<file path="src/rtl/synchronous_fifo_fwft.sv">
// First-word-fall-through synchronous FIFO with a registered head word, programmable
// almost-full/almost-empty flags, a synchronous flush and a sticky high-water mark.
module synchronous_fifo_fwft #(
  parameter int DATA_WIDTH_P    = 32,
  parameter int ADDRESS_WIDTH_P = 4
) (
  input  logic                       clk,
  input  logic                       rst_n,
  input  logic                       clear,
  input  logic                       ing_valid,
  output logic                       ing_ready,
  input  logic [DATA_WIDTH_P-1:0]    ing_data,
  output logic                       egr_valid,
  input  logic                       egr_ready,
  output logic [DATA_WIDTH_P-1:0]    egr_data,
  input  logic [ADDRESS_WIDTH_P:0]   cr_almost_full_level,
  input  logic [ADDRESS_WIDTH_P:0]   cr_almost_empty_level,
  output logic [ADDRESS_WIDTH_P:0]   sr_fill_level,
  output logic                       sr_almost_full,
  output logic                       sr_almost_empty,
  output logic [ADDRESS_WIDTH_P:0]   sr_max_fill_level
);

  localparam int                       DEPTH_LP    = 1 << ADDRESS_WIDTH_P;
  localparam logic [ADDRESS_WIDTH_P:0]   FILL_ONE_LP = 1;
  localparam logic [ADDRESS_WIDTH_P-1:0] PTR_ONE_LP  = 1;

  logic [DATA_WIDTH_P-1:0]    mem [DEPTH_LP];
  logic [ADDRESS_WIDTH_P-1:0] wr_ptr;
  logic [ADDRESS_WIDTH_P-1:0] rd_ptr;
  logic                       push;
  logic                       pop;
  logic                       out_free;
  logic                       array_empty;
  logic                       refill;
  logic                       bypass;
  logic                       array_write;
  logic [ADDRESS_WIDTH_P:0]   fill_next;

  // The array never holds more than CAP-1 words because the head lives in egr_data,
  // so pointer equality alone is an unambiguous empty indication.
  assign ing_ready   = !sr_fill_level[ADDRESS_WIDTH_P];
  assign push        = ing_valid && ing_ready;
  assign pop         = egr_valid && egr_ready;
  assign out_free    = !egr_valid || egr_ready;
  assign array_empty = (wr_ptr == rd_ptr);
  assign refill      = out_free && !array_empty;
  assign bypass      = push && out_free && array_empty;
  assign array_write = push && !bypass && !clear;

  always_comb begin
    fill_next = sr_fill_level;
    if (push && !pop)
      fill_next = sr_fill_level + FILL_ONE_LP;
    else if (pop && !push)
      fill_next = sr_fill_level - FILL_ONE_LP;
  end

  always_ff @(posedge clk) begin
    if (array_write)
      mem[wr_ptr] <= ing_data;
  end

  // Flags and high-water mark are registered from the next fill so they always agree
  // with sr_fill_level; clear overrides any concurrent push or pop.
  always_ff @(posedge clk or negedge rst_n) begin
    if (!rst_n) begin
      wr_ptr            <= '0;
      rd_ptr            <= '0;
      egr_valid         <= 1'b0;
      egr_data          <= '0;
      sr_fill_level     <= '0;
      sr_max_fill_level <= '0;
      sr_almost_full    <= 1'b0;
      sr_almost_empty   <= 1'b1;
    end else if (clear) begin
      wr_ptr            <= '0;
      rd_ptr            <= '0;
      egr_valid         <= 1'b0;
      sr_fill_level     <= '0;
      sr_max_fill_level <= '0;
      sr_almost_full    <= (cr_almost_full_level == '0);
      sr_almost_empty   <= 1'b1;
    end else begin
      if (array_write)
        wr_ptr <= wr_ptr + PTR_ONE_LP;
      if (refill) begin
        egr_data  <= mem[rd_ptr];
        rd_ptr    <= rd_ptr + PTR_ONE_LP;
        egr_valid <= 1'b1;
      end else if (bypass) begin
        egr_data  <= ing_data;
        egr_valid <= 1'b1;
      end else if (out_free) begin
        egr_valid <= 1'b0;
      end
      sr_fill_level   <= fill_next;
      sr_almost_full  <= (fill_next >= cr_almost_full_level);
      sr_almost_empty <= (fill_next <= cr_almost_empty_level);
      if (fill_next > sr_max_fill_level)
        sr_max_fill_level <= fill_next;
    end
  end

endmodule

</file>
<file path="config.mk">
export PLATFORM = sky130hd
export DESIGN_NAME = synchronous_fifo_fwft
export DESIGN_NICKNAME = d
export VERILOG_FILES = /design/src/rtl/synchronous_fifo_fwft.sv
export SDC_FILE = /design/constraint.sdc
export NUM_CORES = 1
export LEC_CHECK = 0
export ABC_CLOCK_PERIOD_IN_PS = 3300
export CAP_MARGIN = 5
export CORE_MARGIN = 3
export CORE_UTILIZATION = 60
export CTS_CLUSTER_DIAMETER = 100
export DETAILED_ROUTE_END_ITERATION = 16
export PLACE_DENSITY = 0.76
export SLEW_MARGIN = 15
export SYNTH_ARGS = -nofsm -noshare
export SYNTH_HDL_FRONTEND = slang
export SYNTH_SLANG_ARGS = --single-unit
</file>
<file path="constraint.sdc">
create_clock -name clk -period 3.3 [get_ports clk]
set_clock_uncertainty 0.2 [all_clocks]
set_input_delay 0.99 -clock clk [delete_from_list [all_inputs] [get_ports clk]]
set_output_delay 0.99 -clock clk [all_outputs]
set_load 0.02 [all_outputs]
</file>
==> impl_metrics.yaml, run 1 <==
clock_tree:
  clockRootBuffer: "clkbuf_16"
  tritoncts: "done"
  clock_sinks: 565
  clock_path_buffers: 3
  clk_latency_ns: 0.60
  hold_buffers: 0
  htree_levels: 2
  cts_buffers: 54
  path_clk_slew_ns: 0.06
routing:
  drc: 0
  avgViaCountPerCell: 6.53
  first_pass_iters: 5
  routed_wl_um: 49600
  routedWlPerCell_um: 28.0
  drt_iter0_drc: 1109
  antenna_left: 0
  vias: 11600
run_status:
  status: "completed"
final_layout:
  instances_no_fill: 1775
  diodes: 0
  layout-drive-gt1-share: 0.240
  area_growth_pct: 18.5
  layout.nets: 1338
  postLayoutCoreUtil: 0.728
  final_cell_area_mm2: 0.0262
setup_path:
  r2r_cells: 9
  crit_fanout: 5
  critPathLaunchType: "primary input"
  worstPathRequired_ns: 3.63
  critical_path_class: "in2reg"
  rr_startpoint: "sr_fill_level[1]$_DFF_PN0_"
  cp.arrival_ns: 3.55
  reg2reg_to: "sr_max_fill_level[3]$_DFFE_PN0P_"
  worstSetupEndpointType: "flip-flop"
  r2r_slack_ns: 0.44
global_route:
  grt_overflow_total: 0
  antenna_found_initial: 0
  grt_pass1_vias: 12100
  grt_pass1_wl_um: 76000
  grt_use_total: 0.264
  grt_max_degree: 130
placed_design:
  gp_congestion: 0.803
  dpl.hpwl_um: 27700
  place_area_mm2: 0.0244
  place_inst: 1674
  portBuffers: 92
  pre_cts_ws_ns: -0.446
synthesis:
  synth_area_mm2: 0.0221
  synth_async_sr_flop_share: 0.0938
  synth.distinct_cells: 42
  synth_most_common_cell: "edfxtp_1"
  yosys_most_used_dff: "edfxtp_1"
  synth.area.top_cells: "edfxtp_1 70%, mux4_2 13%, dfrtp_1 5.9%, a21oi_1 2.3%, a22oi_1 2.2%"
  syn-num-nets: 1171
  synth.avg_cell_area_um2: 20.0
  ys_seq_area_frac: 0.756
  yosys.area.top_type: "edfxtp_1"
  syn_inst: 1102
  yosysWarnings: 0
  synth_edf_count: 512
  ys_ff_latch: 565
  synth_top_area_share: 0.696
  synth_top_cells_by_count: "512 x edfxtp_1, 128 x mux4_2, 102 x a21oi_1, 64 x a22oi_1, 52 x dfrtp_1"
die:
  initial_core_util: 0.615
  die_area_mm2: 0.0391
  rows: 69
  core_mm2: 0.0359
  ios: 93
  fp.dieW_um: 198
  die_h_um: 198
sta:
  tightest_slew_ns: 0.879
  slew_viol_final: 0
  max_clock_freq_ghz: 0.311
  hold_slack_ns: 0.210
  hold_viol_final: 0
  rsz0062_at_grt: "no"
  period_share: 0.975
  layout_setup_ws_ns: 0.0809
  final-setup-viol-count: 0
  setup_tns_ns: 0
  slew_headroom: 0.413
  finalWorstPathRequiredPeriod_ns: 3.22
power_and_ir_drop:
  power.total_mw: 18.8
  vdd_drop_max_uv: 567
  p_leak_nw: 8.54
  power.density_mw_per_mm2: 720
hold_path:
  hp-class: "in2async"
job:
  maxCapViolations: 0
## cell families after synthesis
family / count (synthesis) / share of synthesized area
xor+xnor: 12 / 0.00476
buf+inv: 78 / 0.0176
flops: 565 / 0.756
mux: 130 / 0.132
fa+ha+maj: 22 / 0.0125
compound gates: 195 / 0.0551
simple gates: 100 / 0.0223
## area by class of cell
| cell class | instances | area, um^2 |
|---|---|---|
| inverters | 19 | 71.3 |
| multi-input cells | 459 | 5050 |
| flip-flops and latches | 565 | 16700 |
| clock inverters | 25 | 292 |
| well taps | 461 | 577 |
| repair buffers | 170 | 1980 |
| fillers | 2038 | 9750 |
| clock buffers | 76 | 1490 |
## worst max-delay path by stage
stage	from	depth (start not counted)	slack, ns	to
detailed placement	ing_valid	12	-0.45	sr_almost_empty$_DFF_PN1_
global route	ing_valid	13	0.009	sr_max_fill_level[2]$_DFFE_PN0P_
finish	ing_valid	11	0.08	sr_max_fill_level[3]$_DFFE_PN0P_
floorplan	ing_valid	9	0.13	sr_max_fill_level[1]$_DFFE_PN0P_
CTS	ing_valid	13	0.11	sr_max_fill_level[3]$_DFFE_PN0P_
global placement	ing_valid	10	-0.30	sr_max_fill_level[4]$_DFFE_PN0P_
## worst max-delay path, stage by stage
cell and delay, ns:
clkdlybuf4s50_1 0.48, nand2b_1 0.16, buf_4 0.14, a31oi_1 0.12, o31ai_2 0.39, ha_1 0.33, nor2b_1 0.14, o21ai_0 0.17
a32oi_1 0.11, nor2_1 0.31, a22o_1 0.20
## flip-flops by register name, summed over array words and instances, names as in the netlist
register	cells
sr_max_fill_level	5
sr_fill_level	5
wr_ptr	4
mem	512
sr_almost_full	1
sr_almost_empty	1
rd_ptr	4
egr_valid	1
egr_data	32
## report_power, final
group / internal (mW) / switching [mW]
sequential: 8.19 / 0.242
combinational: 1.90 / 2.31
clock: 3.61 / 2.57
total: 13.7 / 5.13
## per-layer routing
layer	global-route usage	routed length, um	up-vias
li1	-	-	4879
met1	0.372	19500	6065
met2	0.434	25100	553
met3	0.0451	3710	87
met4	0.0820	1330	0
met5	0	0	-
## placed cells by master, fill, tap and decap left out, drive strengths merged, types with 2 or more instances in the layout
cell / count
clkdlybuf4s50: 91
a22oi: 64
mux4: 128
bufinv: 6
edfxtp: 512
clkinv: 15
a31oi: 5
clkbuf: 76
a22o: 5
nand2: 8
a21o: 3
nor2: 44
o211ai: 2
and3: 10
a21oi: 102
nor2b: 13
dfrtp: 52
nor4: 2
o21ai: 4
and2: 9
nand3: 6
o21a: 3
nand2b: 4
inv: 20
clkinvlp: 3
buf: 79
ha: 22
xor2: 4
xnor2: 8
## timing repair
action                     in CTS  in global routing
buffers inserted                0                  0
gates resized for setup         0                  3
setup endpoints to repair       0                  6
Note: power is estimated with default switching activity, not from simulation.
==> inputs of run 2 (changes only) <==
--- a/config.mk
+++ b/config.mk
@@ -5,13 +5,13 @@
 export SDC_FILE = /design/constraint.sdc
 export NUM_CORES = 1
 export LEC_CHECK = 0
-export ABC_CLOCK_PERIOD_IN_PS = 3300
+export ABC_CLOCK_PERIOD_IN_PS = 4100
 export CAP_MARGIN = 5
-export CORE_MARGIN = 3
-export CORE_UTILIZATION = 60
+export CORE_MARGIN = 2
+export CORE_UTILIZATION = 65
 export CTS_CLUSTER_DIAMETER = 100
 export DETAILED_ROUTE_END_ITERATION = 16
-export PLACE_DENSITY = 0.76
+export PLACE_DENSITY = 0.82
 export SLEW_MARGIN = 15
 export SYNTH_ARGS = -nofsm -noshare
 export SYNTH_HDL_FRONTEND = slang
==> constraint.sdc (replaced) <==
create_clock -name clk -period 4.1 [get_ports clk]
set_clock_uncertainty 0.2 [all_clocks]
set_input_delay 1.23 -clock clk [delete_from_list [all_inputs] [get_ports clk]]
set_output_delay 1.23 -clock clk [all_outputs]
set_load 0.02 [all_outputs]
==> run 2 against run 1 <==
  * Critical path type unchanged
  * Largest power group unchanged
  * Largest cell class unchanged
  * Clock power is 25% lower
  * Final cell count is 2.3% lower
  * Highest routed layer unchanged
  * Utilization is 3.4 points higher
==> impl_metrics.yaml, run 2 (synthesized netlist as in run 1, its figures left out) <==
clock_tree:
  clockRootBuffer: "clkbuf_16"
  clock_path_buffers: 3
  htree_levels: 2
  hold_buffers: 0
  clock_sinks: 565
  cts_buffers: 53
  clk_latency_ns: 0.59
  cts_setup_buffers: 0
  path_clk_slew_ns: 0.06
  cts.repair.resized: 0
  tritoncts: "done"
hold_path:
  hp-class: "reg2reg"
  worstHoldStart: "egr_data[4]$_DFFE_PN0P_"
  min_to: "egr_data[4]$_DFFE_PN0P_"
  holdPathStages: 2
setup_path:
  worst-path-buf-inv: 2
  r2r_cells: 9
  worstSetupEndpointType: "flip-flop"
  slowest_delay_ns: 0.61
  critPathLaunchType: "primary input"
  rr_startpoint: "sr_fill_level[0]$_DFF_PN0_"
  critPathLaunch: "ing_valid"
  path_cells: "clkdlybuf4s50_1 -> nand2b_1 -> buf_4 -> a31oi_1 -> o31ai_1 -> ha_1 -> nor2b_1 -> o21ai_0 -> a32oi_1 -> nor2_1 -> a22o_1"
  crit_family: "compound AO/OA/AOI/OAI gates"
  critical_path_class: "in2reg"
  reg2reg_to: "sr_max_fill_level[1]$_DFFE_PN0P_"
  cpMaxStageDelayCell: "o31ai_1"
  cp.arrival_ns: 3.96
  worstPathRequired_ns: 4.41
  crit_fanout: 5
  r2r_slack_ns: 1.05
sta:
  slew_viol_final: 0
  hold_slack_ns: 0.323
  max_clock_freq_ghz: 0.274
  slew_headroom: 0.252
  final-setup-viol-count: 0
  layout_setup_ws_ns: 0.455
  hold_viol_final: 0
  tightest_slew_ns: 1.12
  rsz0062_at_grt: "no"
  finalWorstPathRequiredPeriod_ns: 3.65
  period_share: 0.889
  setup_tns_ns: 0
final_layout:
  top_register: "mem"
  area_growth_pct: 15.8
  nFillCells: 1759
  largest_reg_flops: 512
  diodes: 0
  layout_commonest_cell: "edfxtp_1"
  reg.largest.list: "mem x512, egr_data x32"
  layout-drive-gt1-share: 0.220
  postLayoutCoreUtil: 0.763
  layout.nets: 1314
  final_cell_mix: "512 x edfxtp_1, 128 x mux4_2, 102 x a21oi_1"
power_and_ir_drop:
  vdd_drop_max_uv: 482
  power.density_mw_per_mm2: 577
  p_leak_nw: 8.30
routing:
  routedWlPerCell_um: 30.1
  first_pass_iters: 5
  antenna_left: 0
  vias: 11900
  drc: 0
  avgViaCountPerCell: 6.87
  routed_wl_um: 52300
  drt_iter0_drc: 1415
global_route:
  grt_pass1_wl_um: 78300
  grt_use_total: 0.305
  grt_max_degree: 130
  antenna_found_initial: 0
  grt_overflow_total: 0
  grt_pass1_vias: 12300
die:
  ios: 93
  core_mm2: 0.0335
  initial_core_util: 0.659
  fp.dieW_um: 188
  die_h_um: 188
  rows: 67
  die_area_mm2: 0.0355
job:
  maxCapViolations: 0
placed_design:
  portBuffers: 92
  dpl.hpwl_um: 27700
  pre_cts_ws_ns: -0.0597
  gp_congestion: 0.826
run_status:
  status: "completed"
==> run 2: cell types whose count changed in the layout (fill, tap and decap cells not counted), moves of 4 or more <==
cell	previous run	this run
clkinv_2	7	11
buf_12	38	20
buf_4	40	35
clkinv_1	5	13
clkbuf_1	18	12
==> run 2: how the worst max path moves through the flow <==
stage	endpoint	slack, ns	cells after the start
floorplan	mem[0][0]$_DFFE_PP_	0.52	4
global placement	sr_max_fill_level[1]$_DFFE_PN0P_	0.06	11
detailed placement	sr_max_fill_level[1]$_DFFE_PN0P_	-0.06	11
CTS	sr_max_fill_level[1]$_DFFE_PN0P_	0.52	11
global route	sr_max_fill_level[1]$_DFFE_PN0P_	0.26	11
finish	sr_max_fill_level[1]$_DFFE_PN0P_	0.45	11
==> run 2: cell type report <==
class / count / area [um^2] / area share
clock buffer: 65 / 1370 / 0.0536
multi-input combinational: 459 / 5040 / 0.197
clock inverter: 32 / 246 / 0.00964
sequential: 565 / 16700 / 0.653
inverter: 19 / 71.3 / 0.00279
tap: 448 / 561 / 0.0219
timing repair buffer: 147 / 1580 / 0.0617
==> run 2: routing by layer <==
metal,vias up,GRT usage,share of wire
met5,-,0,0
met4,0,0.116,0.037
met3,138,0.0516,0.098
met2,846,0.499,0.50
met1,6105,0.424,0.36
li1,4823,-,-
==> run 2: tightest hold or removal path, delay by kind of cell (launching register included) <==
family	cells	cell delay, ns
flops	1	0.34
compound gates	1	0.10
simple gates	1	0.05
==> run 2: where the power goes <==
group	switching, mW	internal [mW]
Clock	2.08	2.57
Combinational	1.87	1.42
Sequential	0.232	6.59
==> run 2: per-stage QoR <==
step	total power [mW]	cell area (um^2)	std cells
after floorplan	8.98	22100	1102
after global placement	10.0	24000	1638
final	14.8	25600	1735
after detailed placement	10.1	24000	1638
after global routing	15.3	25600	1735
after CTS	14.8	25600	1735
==> RTL edit 1 (config.mk and constraints of run 1) <==
The parameter `DATA_WIDTH_P` goes from 32 to 36.
--- a/src/rtl/synchronous_fifo_fwft.sv
+++ b/src/rtl/synchronous_fifo_fwft.sv
@@ -1,7 +1,7 @@
 // First-word-fall-through synchronous FIFO with a registered head word, programmable
 // almost-full/almost-empty flags, a synchronous flush and a sticky high-water mark.
 module synchronous_fifo_fwft #(
-  parameter int DATA_WIDTH_P    = 32,
+  parameter int DATA_WIDTH_P    = 36,
   parameter int ADDRESS_WIDTH_P = 4
 ) (
   input  logic                       clk,
Interface: changed (resized egr_data and ing_data); port bits go from 93 to 101. No check against the original RTL was run, so the function may have changed too.
==> RTL edit 1 against run 1 <==
  * Sequential cell count is 68 higher
  * Total power grew 9.0%
  * Via count increased by 7.5%
  * Routed wire length increased by 6.8%
  * Synthesized area up 12%
  * Setup slack improved by 0.025 ns
  * Cell area rose by 11%
  * Critical path type unchanged
  * Highest routed layer unchanged
==> RTL edit 1: results (changes against run 1) <==
status: complete, no violations
logic gate share of total power: 0.217 (-0.007)
met2 WL post-DR: 26900 um (+7.3%)
final WL: 53000 um (+6.8%)
worst setup path start: egr_ready
routed length on met3: 3470 um (-6.5%)
VDD IR max: 0.456 mV (-19%)
# placed instances: 1852 (+11%)
r2r worst-path depth: 11 (+2)
Compound-Gate Fraction of Synth Area: 0.0540 (-0.00112)
Relative slew margins: 0.401 (-0.0116)
largest net degree at the start of global routing: 146 (+12%)
wire length on met1: 20900 um (+7.6%)
Leakage: 9.40 nW (+10%)
Syn Inst Count: 1216 (+10%)
top cells by area, synth: edfxtp_1 70%, mux4_2 13%, dfrtp_1 5.7%
FF-to-FF End: sr_max_fill_level[0]$_DFFE_PN0P_
vias in the first global route: 13300 (+11%)
Final Wtd Congestion: 0.765 (-4.7%)
Hold WS: 0.304 ns (+0.0946 ns)
nets: 1462 (+9.3%)
XOR/XNOR Fraction of Synth Area: 0.00426 (-0.000500)
P_clk: 6.64 mW (+7.3%)
R2R setup slack: 0.35 ns (-0.09 ns)
Net Count, Synth: 1289 (+10%)
Buffers on Ports: 100 (+8.7%)
Routed wire per std cell: 27.0 um (-3.4%)
leading registers by flop count: mem: 576 flops, egr_data: 36 flops
multiplexer share of the synthesized area: 0.133 (+0.00120)
Commonest cells post-synth: 576 x edfxtp_1, 144 x mux4_2, 113 x a21oi_1
detailed placement HPWL: 29800 um (+7.5%)
P_comb: 4.46 mW (+5.9%)
Worst R2R Start: sr_fill_level[0]$_DFF_PN0_
GRT met1 Usage: 0.344 (-0.0275)
number of DRC markers in iteration 0: 1171 (+5.6%)
post-synthesis adder-cell area fraction: 0.0112 (-0.00131)
placed cell areas: 27200 sq um (+11%)
Total Routing Usage GR: 0.247 (-0.0166)
EDFF count, synth: 576 (+13%)
Seq/Total Area, Yosys: 0.759 (+0.00252)
Netlist cell types: 40 (-4.8%)
P per Cell Area: 706 nW/um^2 (-1.9%)
[RTL edit 1: cell count changes after synthesis, moves of 2 or more]
cell	delta
edfxtp_1	+64
mux4_2	+16
a21oi_1	+11
a22oi_1	+9
buf_1	+8
buf_6	+8
buf_2	-4
dfrtp_1	+4
nor2_1	+4
clkbuf_1	-3
o21ai_0	+3
buf_4	-2
[RTL edit 1: cell families (layout without fill, tap and decap cells)]
kind of cell	Yosys count	after routing
compound gates	215	215
xor+xnor	12	12
fa+ha+maj	22	22
buf+inv	85	307
flops	633	633
mux	147	147
simple gates	102	102
[RTL edit 1: cell type report]
class | count | area share
sequential | 633 | 0.644
inverter | 19 | 0.00245
clock buffer | 77 | 0.0546
tap | 525 | 0.0226
clock inverter | 34 | 0.0106
multi-input combinational | 498 | 0.191
timing repair buffer | 177 | 0.0745
[RTL edit 1: timing repair]
item                       CTS  global route
hold buffers                 0             0
gates resized for setup      0             4
hold endpoints to repair     0             0
setup endpoints to repair    0             5
==> RTL edit 2 (flow settings as in run 1) <==
Without the edit above. Make the reset (`rst_n`) synchronous in one clocked block.
--- a/src/rtl/synchronous_fifo_fwft.sv
+++ b/src/rtl/synchronous_fifo_fwft.sv
@@ -63,7 +63,7 @@
 
   // Flags and high-water mark are registered from the next fill so they always agree
   // with sr_fill_level; clear overrides any concurrent push or pop.
-  always_ff @(posedge clk or negedge rst_n) begin
+  always_ff @(posedge clk) begin
     if (!rst_n) begin
       wr_ptr            <= '0;
       rd_ptr            <= '0;
Behaviour: differs if rst_n is asserted again (counterexample within 4 cycles, from zero or initial values and one cycle with rst_n low); with rst_n held inactive, the same outputs for 4 cycles.
==> RTL edit 2 against run 1 <==
  * Cell area is 1.2% higher
  * Register-to-register slack worse by 0.16 ns
  * Synthesized area is 0.85% higher
  * Routed wire length is 1.1% higher
  * Global-route usage is 0.23 points lower
  * Setup slack better by 0.20 ns
  * Sequential cell count is 4 higher
  * Cell count is 6.5% higher
  * Largest cell class unchanged
Power is not compared: it rests on default switching activity, and its combinational part moved more than twofold at a synthesized area within 25%.
==> RTL edit 2: results (changes against run 1) <==
Place WS: -0.552 ns (-0.106 ns)
number of DRC markers in iteration 0: 1193 (+7.6%)
first-pass GRT wire length: 76500 um (+0.71%)
EDFF count, synth: 512 (unchanged)
async set-or-reset flop fraction in the synthesized netlist: 0 (-0.0938)
clock buffer depth: 3 (unchanged)
fmax: 331 MHz (+6.6%)
worst skew pair latency: 0.58 ns (-0.02 ns)
Worst-path clk slew: 0.06 ns (about the same)
P_int: 11.8 mW
Seq/Total Area, Yosys: 0.742 (-0.0147)
Worst R2R Start: sr_fill_level[0]$_SDFF_PP0_
arrival time at the worst endpoint: 3.26 ns (-0.29 ns)
share of post-route cells with drive strength above 1: 0.203 (-0.0368)
status: complete, no violations
most common flop cell mapped by yosys: edfxtp_1
Routed wire per std cell: 26.5 um (-5.1%)
Root Driver: clkbuf_16
First-pass DRT Iterations: 8 (+3)
CP max FO: 6 (+1)
Worst Tran Pin Value: 0.797 ns (-0.0816 ns)
placed cell areas: 24600 sq um (+1.0%)
top cells by area, synth: edfxtp_1 69%, mux4_2 6.5%, mux2i_1 5.9%
largest net degree at the start of global routing: 59 (-55%)
Net Count, Synth: 1275 (+8.9%)
Syn Inst Count: 1206 (+9.4%)
final WL: 50100 um (+1.1%)
VDD IR max: 0.491 mV
vias in the first global route: 12600 (+4.6%)
Netlist cell types: 54 (+29%)
r2r worst-path depth: 10 (+1)
hold crit path type: reg2reg
Total Routing Usage GR: 0.262 (-0.00230)
Syn. warnings: 0 (unchanged)
detailed placement HPWL: 29200 um (+5.4%)
leading registers by flop count: mem: 512 flops, egr_data: 32 flops
Leakage: 8.60 nW
drt via density: 6.39 (-2.1%)
# placed instances: 1786 (+6.7%)
CP max stage delay: 0.46 ns (-0.02 ns)
Num CTS Buffers: 54 (unchanged)
H-tree levels: 2 (unchanged)
Commonest cells post-synth: 512 x edfxtp_1, 132 x mux2i_1, 64 x mux4_2
Final Wtd Congestion: 0.820 (+2.1%)
nets: 1452 (+8.5%)
number of diodes: 0 (unchanged)
Largest delay share family, worst path: simple AND/OR/NAND/NOR gates
crit path to: sr_max_fill_level[2]$_SDFFE_PP0N_
FF-to-FF End: sr_max_fill_level[2]$_SDFFE_PP0N_
R2R setup slack: 0.28 ns (-0.16 ns)
Buffers on Ports: 92 (unchanged)
initial antenna violation count: 0 (unchanged)
slowest CP cell: or3b_2
critical path type: reg2reg
leading area contributor after synthesis: edfxtp_1
[RTL edit 2: cell families after synthesis]
kind of cell             synth area share
XOR/XNOR                          0.00551
multiplexers                        0.124
AND/OR/NAND/NOR                    0.0299
adder cells (fa/ha/maj)            0.0124
buffers and inverters              0.0200
flip-flops                          0.742
AO/OA/AOI/OAI                      0.0666
[RTL edit 2: power groups by stage]
stage	Clock [mW]	Sequential (mW)	Combinational [mW]
floorplan	0	8.10	0.164
global placement	0	8.06	0.492
detailed placement	0	8.06	0.509
CTS	6.29	7.91	0.512
global route	6.55	7.91	0.556
finish	6.20	7.91	0.513
[RTL edit 2: repair_timing]
action / CTS / global route
setup buffers: 0 / 2
setup endpoints to repair: 0 / 6
hold buffers: 0 / 0
hold endpoints to repair: 0 / 0
resized for setup: 0 / 8
[RTL edit 2: layer usage]
layer  wire (um)  track usage  up-vias
li1            -            -     5279
met1       20500        0.366     6187
met2       25000        0.433      509
met3        3500       0.0481      105
met4        1210       0.0687        0
met5           0            0        -
[RTL edit 2: layout make-up]
| class | count | area (sq um) |
|---|---|---|
| clock buffer | 82 | 1610 |
| clock inverter | 20 | 195 |
| fill | 2114 | 9620 |
| inverter | 22 | 82.6 |
| multi-input combinational | 546 | 5450 |
| sequential | 569 | 16500 |
| tap | 461 | 577 |
| timing repair buffer | 190 | 2030 |
[RTL edit 2: worst min-delay path, delay by kind of cell (launching register included)]
kind / cells / cell delay [ns]
AOI/OAI and AO/OA: 1 / 0.06
DFF: 1 / 0.34
and+or+nand+nor: 1 / 0.07
[RTL edit 2: worst min path at each step]
stage / startpoint / end / slack [ns] / cells past startpoint
3_3_place_gp: sr_max_fill_level[3]$_SDFFE_PP0N_ / sr_max_fill_level[3]$_SDFFE_PP0N_ / 0.30 / 2
4_1_cts: sr_max_fill_level[3]$_SDFFE_PP0N_ / sr_max_fill_level[3]$_SDFFE_PP0N_ / 0.31 / 2
6_report: sr_max_fill_level[3]$_SDFFE_PP0N_ / sr_max_fill_level[3]$_SDFFE_PP0N_ / 0.31 / 2
2_1_floorplan: rd_ptr[1]$_SDFFE_PP0P_ / register / 0.31 / 2
5_1_grt: sr_max_fill_level[0]$_SDFFE_PP0N_ / sr_max_fill_level[0]$_SDFFE_PP0N_ / 0.35 / 2
3_5_place_dp: sr_max_fill_level[3]$_SDFFE_PP0N_ / sr_max_fill_level[3]$_SDFFE_PP0N_ / 0.30 / 2
